### src/rtl/nibble_serial_adder_ctrl_if.sv
// nibble_serial_adder_ctrl_if
//
// Bundles the operand/result handshakes of nibble_serial_adder_ctrl.
//
// Handshake rule for both channels: a transfer happens on a rising clk edge
// where valid && ready are both high. The producer holds its data
// stable while valid is high and ready is low. valid never waits on ready.
//
// Signals:
//   in_valid, A, B, Cin, (Sub) : operand channel, producer = master
//   in_ready                   : operand channel, consumer = slave
//   out_valid, S, Cout         : result channel, producer = slave
//   out_ready                  : result channel, consumer = master
//   busy                       : slave is in RUN or DONE
//   fsm_state                  : slave controller state, for observation
//
// Optional macro: SUB_EN adds the Sub (subtract select) signal.
interface nibble_serial_adder_ctrl_if #(
    parameter int N_NIBBLES = 4
);
    localparam int W = 4 * N_NIBBLES;

    logic         in_valid;
    logic         in_ready;
    logic [W-1:0] A;
    logic [W-1:0] B;
    logic         Cin;
`ifdef SUB_EN
    logic         Sub;
`endif
    logic         out_valid;
    logic         out_ready;
    logic [W-1:0] S;
    logic         Cout;
    logic         busy;
    logic [1:0]   fsm_state;

    modport master (
        output in_valid,
        output A,
        output B,
        output Cin,
`ifdef SUB_EN
        output Sub,
`endif
        output out_ready,
        input  in_ready,
        input  out_valid,
        input  S,
        input  Cout,
        input  busy,
        input  fsm_state
    );

    modport slave (
        input  in_valid,
        input  A,
        input  B,
        input  Cin,
`ifdef SUB_EN
        input  Sub,
`endif
        input  out_ready,
        output in_ready,
        output out_valid,
        output S,
        output Cout,
        output busy,
        output fsm_state
    );
endinterface

### src/rtl/nibble_serial_adder_ctrl.sv
// nibble_serial_adder_ctrl
//
// Wide adder (W = 4*N_NIBBLES bits) built from one 4-bit ripple adder that
// is reused once per clock, least-significant nibble first. The ripple carry
// between nibbles lives in carry_q.
//
// Ports:
//   clk  : rising-edge clock
//   rst  : synchronous, active-high reset
//   bus  : nibble_serial_adder_ctrl_if.slave
//          operands in (in_valid/in_ready, A, B, Cin, Sub with SUB_EN),
//          result out (out_valid/out_ready, S, Cout), busy, fsm_state
//
// Optional macro: SUB_EN. When defined, Sub=1 at accept loads ~B and a
// carry of 1, giving A-B mod 2^W with Cout=1 meaning "no borrow".
//
// Timing: accept on edge 0, nibble k computed on edge k+1, out_valid high
// after edge N_NIBBLES. Result held until out_valid && out_ready.

// 4-bit ripple-carry adder: {Cout, Sum} = A + B + Cin.
module fourBitadder (
    input  logic [3:0] A,
    input  logic [3:0] B,
    input  logic       Cin,
    output logic [3:0] Sum,
    output logic       Cout
);
    logic [4:0] c;

    assign c[0] = Cin;

    for (genvar i = 0; i < 4; i++) begin : g_fa
        assign Sum[i]   = A[i] ^ B[i] ^ c[i];
        assign c[i + 1] = (A[i] & B[i]) | (c[i] & (A[i] ^ B[i]));
    end

    assign Cout = c[4];
endmodule

module nibble_serial_adder_ctrl #(
    parameter int N_NIBBLES = 4
) (
    input  logic                         clk,
    input  logic                         rst,
    nibble_serial_adder_ctrl_if.slave    bus
);
    localparam int W  = 4 * N_NIBBLES;
    localparam int IW = (N_NIBBLES > 1) ? $clog2(N_NIBBLES) : 1;

    typedef enum logic [1:0] {
        IDLE = 2'd0,
        RUN  = 2'd1,
        DONE = 2'd2
    } state_t;

    state_t state;
    state_t state_nx;

    // Operands and sum viewed as nibble arrays so idx selects a nibble.
    logic [N_NIBBLES-1:0][3:0] a_q;
    logic [N_NIBBLES-1:0][3:0] b_q;
    logic [N_NIBBLES-1:0][3:0] s_q;
    logic                      carry_q;
    logic [IW-1:0]             idx;

    logic         accept;
    logic         last_nib;
    logic [3:0]   nib_sum;
    logic         nib_cout;
    logic [W-1:0] b_load;
    logic         c_load;

    assign accept   = (state == IDLE) && bus.in_valid;
    assign last_nib = (idx == IW'(N_NIBBLES - 1));

    // Subtraction is A + ~B + 1; the inversion and forced carry are applied
    // once at load time so the RUN datapath stays add-only.
`ifdef SUB_EN
    assign b_load = bus.Sub ? ~bus.B : bus.B;
    assign c_load = bus.Sub ? 1'b1   : bus.Cin;
`else
    assign b_load = bus.B;
    assign c_load = bus.Cin;
`endif

    fourBitadder u_adder (
        .A    (a_q[idx]),
        .B    (b_q[idx]),
        .Cin  (carry_q),
        .Sum  (nib_sum),
        .Cout (nib_cout)
    );

    // Next-state logic.
    always_comb begin
        state_nx = state;
        case (state)
            IDLE:    if (bus.in_valid)  state_nx = RUN;
            RUN:     if (last_nib)      state_nx = DONE;
            DONE:    if (bus.out_ready) state_nx = IDLE;
            default:                    state_nx = IDLE;
        endcase
    end

    // State register and datapath.
    always_ff @(posedge clk) begin
        if (rst) begin
            state   <= IDLE;
            a_q     <= '0;
            b_q     <= '0;
            s_q     <= '0;
            carry_q <= 1'b0;
            idx     <= '0;
        end else begin
            state <= state_nx;
            case (state)
                IDLE: begin
                    if (accept) begin
                        a_q     <= bus.A;
                        b_q     <= b_load;
                        carry_q <= c_load;
                        s_q     <= '0;
                        idx     <= '0;
                    end
                end
                RUN: begin
                    s_q[idx] <= nib_sum;
                    carry_q  <= nib_cout;
                    // idx stops on the top nibble rather than wrapping.
                    if (!last_nib) begin
                        idx <= idx + 1'b1;
                    end
                end
                default: begin
                end
            endcase
        end
    end

    // in_ready is gated by rst so it reads low during reset.
    assign bus.in_ready  = (state == IDLE) && !rst;
    assign bus.out_valid = (state == DONE);
    assign bus.busy      = (state == RUN) || (state == DONE);
    assign bus.S         = s_q;
    assign bus.Cout      = carry_q;
    assign bus.fsm_state = state;
endmodule

### src/flat_wrapper.sv
// flat-port wrapper written by rule: the top's interface ports become plain ports
module nibble_serial_adder_ctrl_flat 
#(
    parameter int N_NIBBLES = 4
)
  (clk, rst, bus_in_valid, bus_A, bus_B, bus_Cin, bus_out_ready, bus_in_ready, bus_out_valid, bus_S, bus_Cout, bus_busy, bus_fsm_state);
  nibble_serial_adder_ctrl_if #(.N_NIBBLES(N_NIBBLES)) bus_i ();
  input  logic clk;
  input  logic rst;
  input wire logic [$bits(bus_i.in_valid)-1:0] bus_in_valid;
  input wire logic [$bits(bus_i.A)-1:0] bus_A;
  input wire logic [$bits(bus_i.B)-1:0] bus_B;
  input wire logic [$bits(bus_i.Cin)-1:0] bus_Cin;
  input wire logic [$bits(bus_i.out_ready)-1:0] bus_out_ready;
  output wire logic [$bits(bus_i.in_ready)-1:0] bus_in_ready;
  output wire logic [$bits(bus_i.out_valid)-1:0] bus_out_valid;
  output wire logic [$bits(bus_i.S)-1:0] bus_S;
  output wire logic [$bits(bus_i.Cout)-1:0] bus_Cout;
  output wire logic [$bits(bus_i.busy)-1:0] bus_busy;
  output wire logic [$bits(bus_i.fsm_state)-1:0] bus_fsm_state;
  assign bus_i.in_valid = bus_in_valid;
  assign bus_i.A = bus_A;
  assign bus_i.B = bus_B;
  assign bus_i.Cin = bus_Cin;
  assign bus_i.out_ready = bus_out_ready;
  assign bus_in_ready = bus_i.in_ready;
  assign bus_out_valid = bus_i.out_valid;
  assign bus_S = bus_i.S;
  assign bus_Cout = bus_i.Cout;
  assign bus_busy = bus_i.busy;
  assign bus_fsm_state = bus_i.fsm_state;
  nibble_serial_adder_ctrl #(.N_NIBBLES(N_NIBBLES)) u_core (.clk(clk), .rst(rst), .bus(bus_i));
endmodule
### config.mk
export PLATFORM = sky130hd
export DESIGN_NAME = nibble_serial_adder_ctrl_flat
export DESIGN_NICKNAME = d
export VERILOG_FILES = /design/src/rtl/nibble_serial_adder_ctrl_if.sv /design/src/rtl/nibble_serial_adder_ctrl.sv /design/src/flat_wrapper.sv
export SDC_FILE = /design/constraint.sdc
export NUM_CORES = 1
export LEC_CHECK = 0
export BUFFER_PORTS_ARGS = -buffer_cell sky130_fd_sc_hd__buf_4
export CELL_PAD_IN_SITES_DETAIL_PLACEMENT = 0
export CELL_PAD_IN_SITES_GLOBAL_PLACEMENT = 2
export CORE_MARGIN = 3
export CORE_UTILIZATION = 31
export CTS_CLUSTER_DIAMETER = 40
export DETAILED_ROUTE_END_ITERATION = 8
export GPL_TIMING_DRIVEN = 0
export PLACE_DENSITY_LB_ADDON = 0.1
export SKIP_CTS_REPAIR_TIMING = 1
export SYNTH_ARGS = -nofsm -noshare
export SYNTH_HDL_FRONTEND = slang
export SYNTH_SLANG_ARGS = --single-unit
### constraint.sdc
create_clock -name clk -period 3.4 [get_ports clk]
set_input_delay 1.02 -clock clk [delete_from_list [all_inputs] [get_ports clk]]
set_output_delay 1.02 -clock clk [all_outputs]
set_load 0.1 [all_outputs]
==> metrics.log <==
[metrics] capturing point of the worst reg2reg path: u_core.bus.S[11]
[metrics] critical path endpoint category: flip-flop
[metrics] required time at the worst-slack endpoint: 3.61 ns
[metrics] commonest cells in the netlist: 66 x sky130_fd_sc_hd__nand2_1, 53 x sky130_fd_sc_hd__dfxtp_1, 34 x sky130_fd_sc_hd__a21oi_1, 32 x sky130_fd_sc_hd__inv_1, 16 x sky130_fd_sc_hd__o32ai_1
[metrics] Critical Path Max Stage Delay: 0.57 ns
[metrics] clock tree skew after final layout: roughly 0.0062 ns
[metrics] Port Buffers: 58
[metrics] PwrDens: roughly 570 nW/µm²
[metrics] proportion of layout cells with a drive suffix above 1: about a quarter
[metrics] clk sinks: 53
[metrics] kind of cell with the highest combined delay on the critical path: adder cells
[metrics] Top FF cell, synth: sky130_fd_sc_hd__dfxtp_1
[metrics] Logic pwr share: around 39%
[metrics] fin crit period: 3.02 ns
[metrics] Worst Hold End: u_core.a_q[9]
[metrics] x dimension of the die: 94.8 µm
[metrics] worst flop-to-flop path startpoint: u_core.idx[0]
[metrics] peak supply drop: 0.232 mV
[metrics] depth of the critical timing path with buffers and inverters included: 9
[metrics] endpoint arrival time on the critical path: between 3 and 4 ns
[metrics] final setup TNS: 0 ns
[metrics] switch share: 38.5%
[metrics] die height: 94.8 µm
[metrics] synthesized instance count: 273
[metrics] number of violations reported at the end of detailed-routing iteration 0: 54
[metrics] global-route wire length before repair: 9.58 mm
[metrics] number of top-level pins: ~60
[metrics] hold wc startpoint: u_core.a_q[9]
[metrics] number of detailed-route iterations in the first pass: 4
[metrics] antenna violations before repair: 0
[metrics] status: completed
[metrics] starting density of the core: 32.8%
[metrics] kind of start point of the critical path: flip-flop
[metrics] final net count: 386
[metrics] area used by multi-input combinational logic: 1170 µm²
[metrics] static power due to leakage: ~1.2 nW
[metrics] number of hold violations in the final report: 0
[metrics] cell type contributing the most total cell area after synthesis: sky130_fd_sc_hd__dfxtp_1
[metrics] final RePlAce weighted congestion: 0.745
[metrics] syn_nets: 321
[metrics] mean cell area of the mapped netlist: 8.95 µm²
[metrics] CP Cell Sequence: buf_4 > mux4_2 > fa_1 > inv_1 > fa_1 > inv_1 > fa_1 > nand3_1 > o32ai_1
[metrics] Clock Latency Late Sink: ~0.3 ns
[metrics] final routed DRC violation total: 0
[metrics] Yosys warning count: 0
[metrics] Worst Path Max Fanout: 10
[metrics] Max Clk Rate: between 0.3 and 0.4 GHz
[metrics] final clock period utilization by the worst path: 88.7%
[metrics] HPWL Detailed: 4.35 mm
[metrics] Wirelength per Cell: 13.6 µm
[metrics] Buffers & Inverters on Critical Path: 3
[metrics] total area of sequential cells: 1060 µm²
[metrics] Seq pwr share: 41.2%
[metrics] r2r setup slk: 0.38 ns
[metrics] Max Slew Vio Count: 0
[metrics] wire length after detailed routing: 5.95 mm
[metrics] Critical Setup Path Class: reg2reg
[metrics] number of max-cap violations: 0
[metrics] most frequent cell after synthesis: sky130_fd_sc_hd__nand2_1
[metrics] vias after detailed routing: 2,016
[metrics] Avg Vias per Cell: 4.61
[metrics] cell depth of the worst min-delay path: 2
[metrics] cell at the root of the clock tree: sky130_fd_sc_hd__clkbuf_8
[metrics] clock tree from TritonCTS: built
[metrics] share of Yosys cell area claimed by the top area cell type: 43.4%
[metrics] clock slew at reported path FFs: around 0.090 ns
[metrics] path class of the lowest-slack min-delay path: reg2reg
[metrics] CTS H-tree lvls: 2
[metrics] GRT Residual Overflow: 0
[metrics] number of nets still failing antenna checks after routing: 0
[metrics] area enclosed by the die boundary: 8980 µm²
[metrics] Num CTS Buffers: 5
[metrics] Row Count: 31
[metrics] RSZ-0062 raised after global routing: false
[metrics] internal power contribution: roughly 1.1 mW
[metrics] Post-Synthesis Cell Area: 2440 µm²
[metrics] net switching power of the design: about 670 µW
[metrics] Post-synth EDFFs: 0
[metrics] area growth from synthesis to layout: 26.5%
[metrics] core region area: between 7000 and 8000 µm²
[metrics] share of the yosys chip area belonging to registers: a little over two fifths
[metrics] maximum number of pins on one net before global-route repair: 15
[metrics] cell count of the worst reg-to-reg path: 9
[metrics] top cells by area in the synthesized netlist: sky130_fd_sc_hd__dfxtp_1 43%, sky130_fd_sc_hd__nand2_1 10%, sky130_fd_sc_hd__mux4_2 7.4%, sky130_fd_sc_hd__a21oi_1 7.0%, sky130_fd_sc_hd__o32ai_1 5.7%
[metrics] global routing usage summed across all routing layers: 13.9%
[metrics] number of fill cells in the layout: between 800 and 900
[metrics] proportion of register bits with asynchronous set or reset after synthesis: 0%
[metrics] most common cell type on the critical path: sky130_fd_sc_hd__fa_1
[metrics] Finish-stage setup viols: 0
[metrics] number of inserted diodes: 0
[metrics] Clock Power Share: between 20% and 30%
[metrics] slew at the pin with the worst max-slew slack: 0.518 ns
[metrics] remaining max-slew budget at the tightest pin: 65.5%
[metrics] CTS Buffer Depth: 2
[metrics] post-synthesis cell type count: 31
[metrics] power consumption: 1.75 mW
[metrics] post-synthesis register bit count: 53
[metrics] vias in the first global route: 1,896
[metrics] CP max-delay cell: sky130_fd_sc_hd__mux4_2
worst reg2reg max path, stage by stage (launching register included):
cell                      delay [ns]
sky130_fd_sc_hd__dfxtp_1        0.51
sky130_fd_sc_hd__buf_4          0.29
sky130_fd_sc_hd__mux4_2         0.57
sky130_fd_sc_hd__fa_1           0.42
sky130_fd_sc_hd__inv_1          0.07
sky130_fd_sc_hd__fa_1           0.15
sky130_fd_sc_hd__inv_1          0.05
sky130_fd_sc_hd__fa_1           0.48
sky130_fd_sc_hd__nand3_1        0.21
sky130_fd_sc_hd__o32ai_1        0.18
power groups by stage:
stage	clock, mW	combinational (mW)	sequential [mW]
floorplan	0	0.415	0.827
global placement	0	0.682	0.734
detailed placement	0	0.686	0.736
CTS	0.370	0.687	0.722
global route	0.389	0.744	0.729
finish	0.354	0.675	0.720
cells in the final DEF, fill, tap and decap left out:
master                     count
sky130_fd_sc_hd__nor2b_2       1
sky130_fd_sc_hd__mux2i_4       1
sky130_fd_sc_hd__nand3b_1      2
sky130_fd_sc_hd__clkbuf_8      6
sky130_fd_sc_hd__o21ai_0       1
sky130_fd_sc_hd__o211ai_1      1
sky130_fd_sc_hd__dfxtp_1      53
sky130_fd_sc_hd__o31ai_1       1
sky130_fd_sc_hd__a21oi_1      34
sky130_fd_sc_hd__o32ai_1      16
sky130_fd_sc_hd__nand2b_1      7
sky130_fd_sc_hd__nor2_2        1
sky130_fd_sc_hd__mux4_2        8
sky130_fd_sc_hd__a21o_1        1
sky130_fd_sc_hd__mux2_2        1
sky130_fd_sc_hd__ha_1          7
sky130_fd_sc_hd__buf_4        61
sky130_fd_sc_hd__and2_1        3
sky130_fd_sc_hd__and2b_1       1
sky130_fd_sc_hd__o311a_1       1
sky130_fd_sc_hd__nor2_1        3
sky130_fd_sc_hd__nor2b_1       1
sky130_fd_sc_hd__clkbuf_1     10
sky130_fd_sc_hd__nand2_1      66
sky130_fd_sc_hd__or3_1         2
sky130_fd_sc_hd__a21oi_2       3
sky130_fd_sc_hd__nand3_1       3
sky130_fd_sc_hd__buf_6         3
sky130_fd_sc_hd__fa_1          4
sky130_fd_sc_hd__inv_1        32
sky130_fd_sc_hd__buf_2         1
sky130_fd_sc_hd__a311oi_1      1
sky130_fd_sc_hd__a31oi_1       2
cells by family (layout without fill, tap and decap cells):
family | after synthesis | count (layout) | share of synthesized area, %
simple gates | 90 | 90 | 16.0
compound gates | 61 | 61 | 16.2
flops | 53 | 53 | 43.4
buf+inv | 48 | 113 | 8.81
fa+ha+maj | 11 | 11 | 6.86
mux | 10 | 10 | 8.76
registers in the layout (all words and copies together), names as in the netlist:
signal	count
u_core.a_q	16
u_core.bus.S	16
u_core.idx	2
u_core.b_q	16
u_core.bus.Cout	1
u_core.bus.fsm_state	2
how the worst max path moves through the flow:
stage                                       start                to  slack [ns]
final                               u_core.idx[0]  u_core.bus.S[11]        0.38
after global placement              u_core.idx[0]  u_core.bus.S[11]        0.37
after detailed placement            u_core.idx[0]  u_core.bus.S[11]        0.37
after global routing                u_core.idx[0]  u_core.bus.S[11]        0.14
after floorplan           u_core.bus.fsm_state[0]      bus_in_ready        0.31
after CTS                           u_core.idx[0]  u_core.bus.S[11]        0.36
per-stage QoR:
step | hold WS (ns) | instance area (µm²) | utilization (%) | instances | worst slack (ns)
2_1_floorplan | 0.433 | 2450 | - | 273 | 0.308
3_3_place_gp | 0.440 | 3010 | 40.4 | 430 | 0.375
3_5_place_dp | 0.446 | 3010 | 40.4 | 430 | 0.371
4_1_cts | 0.458 | 3090 | 41.5 | 437 | 0.357
5_1_grt | 0.478 | 3090 | 41.5 | 437 | 0.145
6_report | 0.455 | 3090 | 41.5 | 437 | 0.384
metal layers:
metal	share of wire [%]	GRT usage [%]	up-vias	wire length (µm)
met4	0.97	3.97	0	58
met2	47	22.1	46	2800
met3	4.7	2.71	5	278
met1	47	19.0	921	2810
met5	0	0	-	0
li1	-	-	1044	-
layout make-up:
type | instances | area share (%)
buffer | 16 | 3.08
tap | 99 | 4.01
sequential | 53 | 34.3
inverter | 32 | 3.89
clock buffer | 7 | 2.79
timing repair buffer | 58 | 14.1
multi-input combinational | 172 | 37.8
No activity file was read; power rests on OpenSTA's default activity.
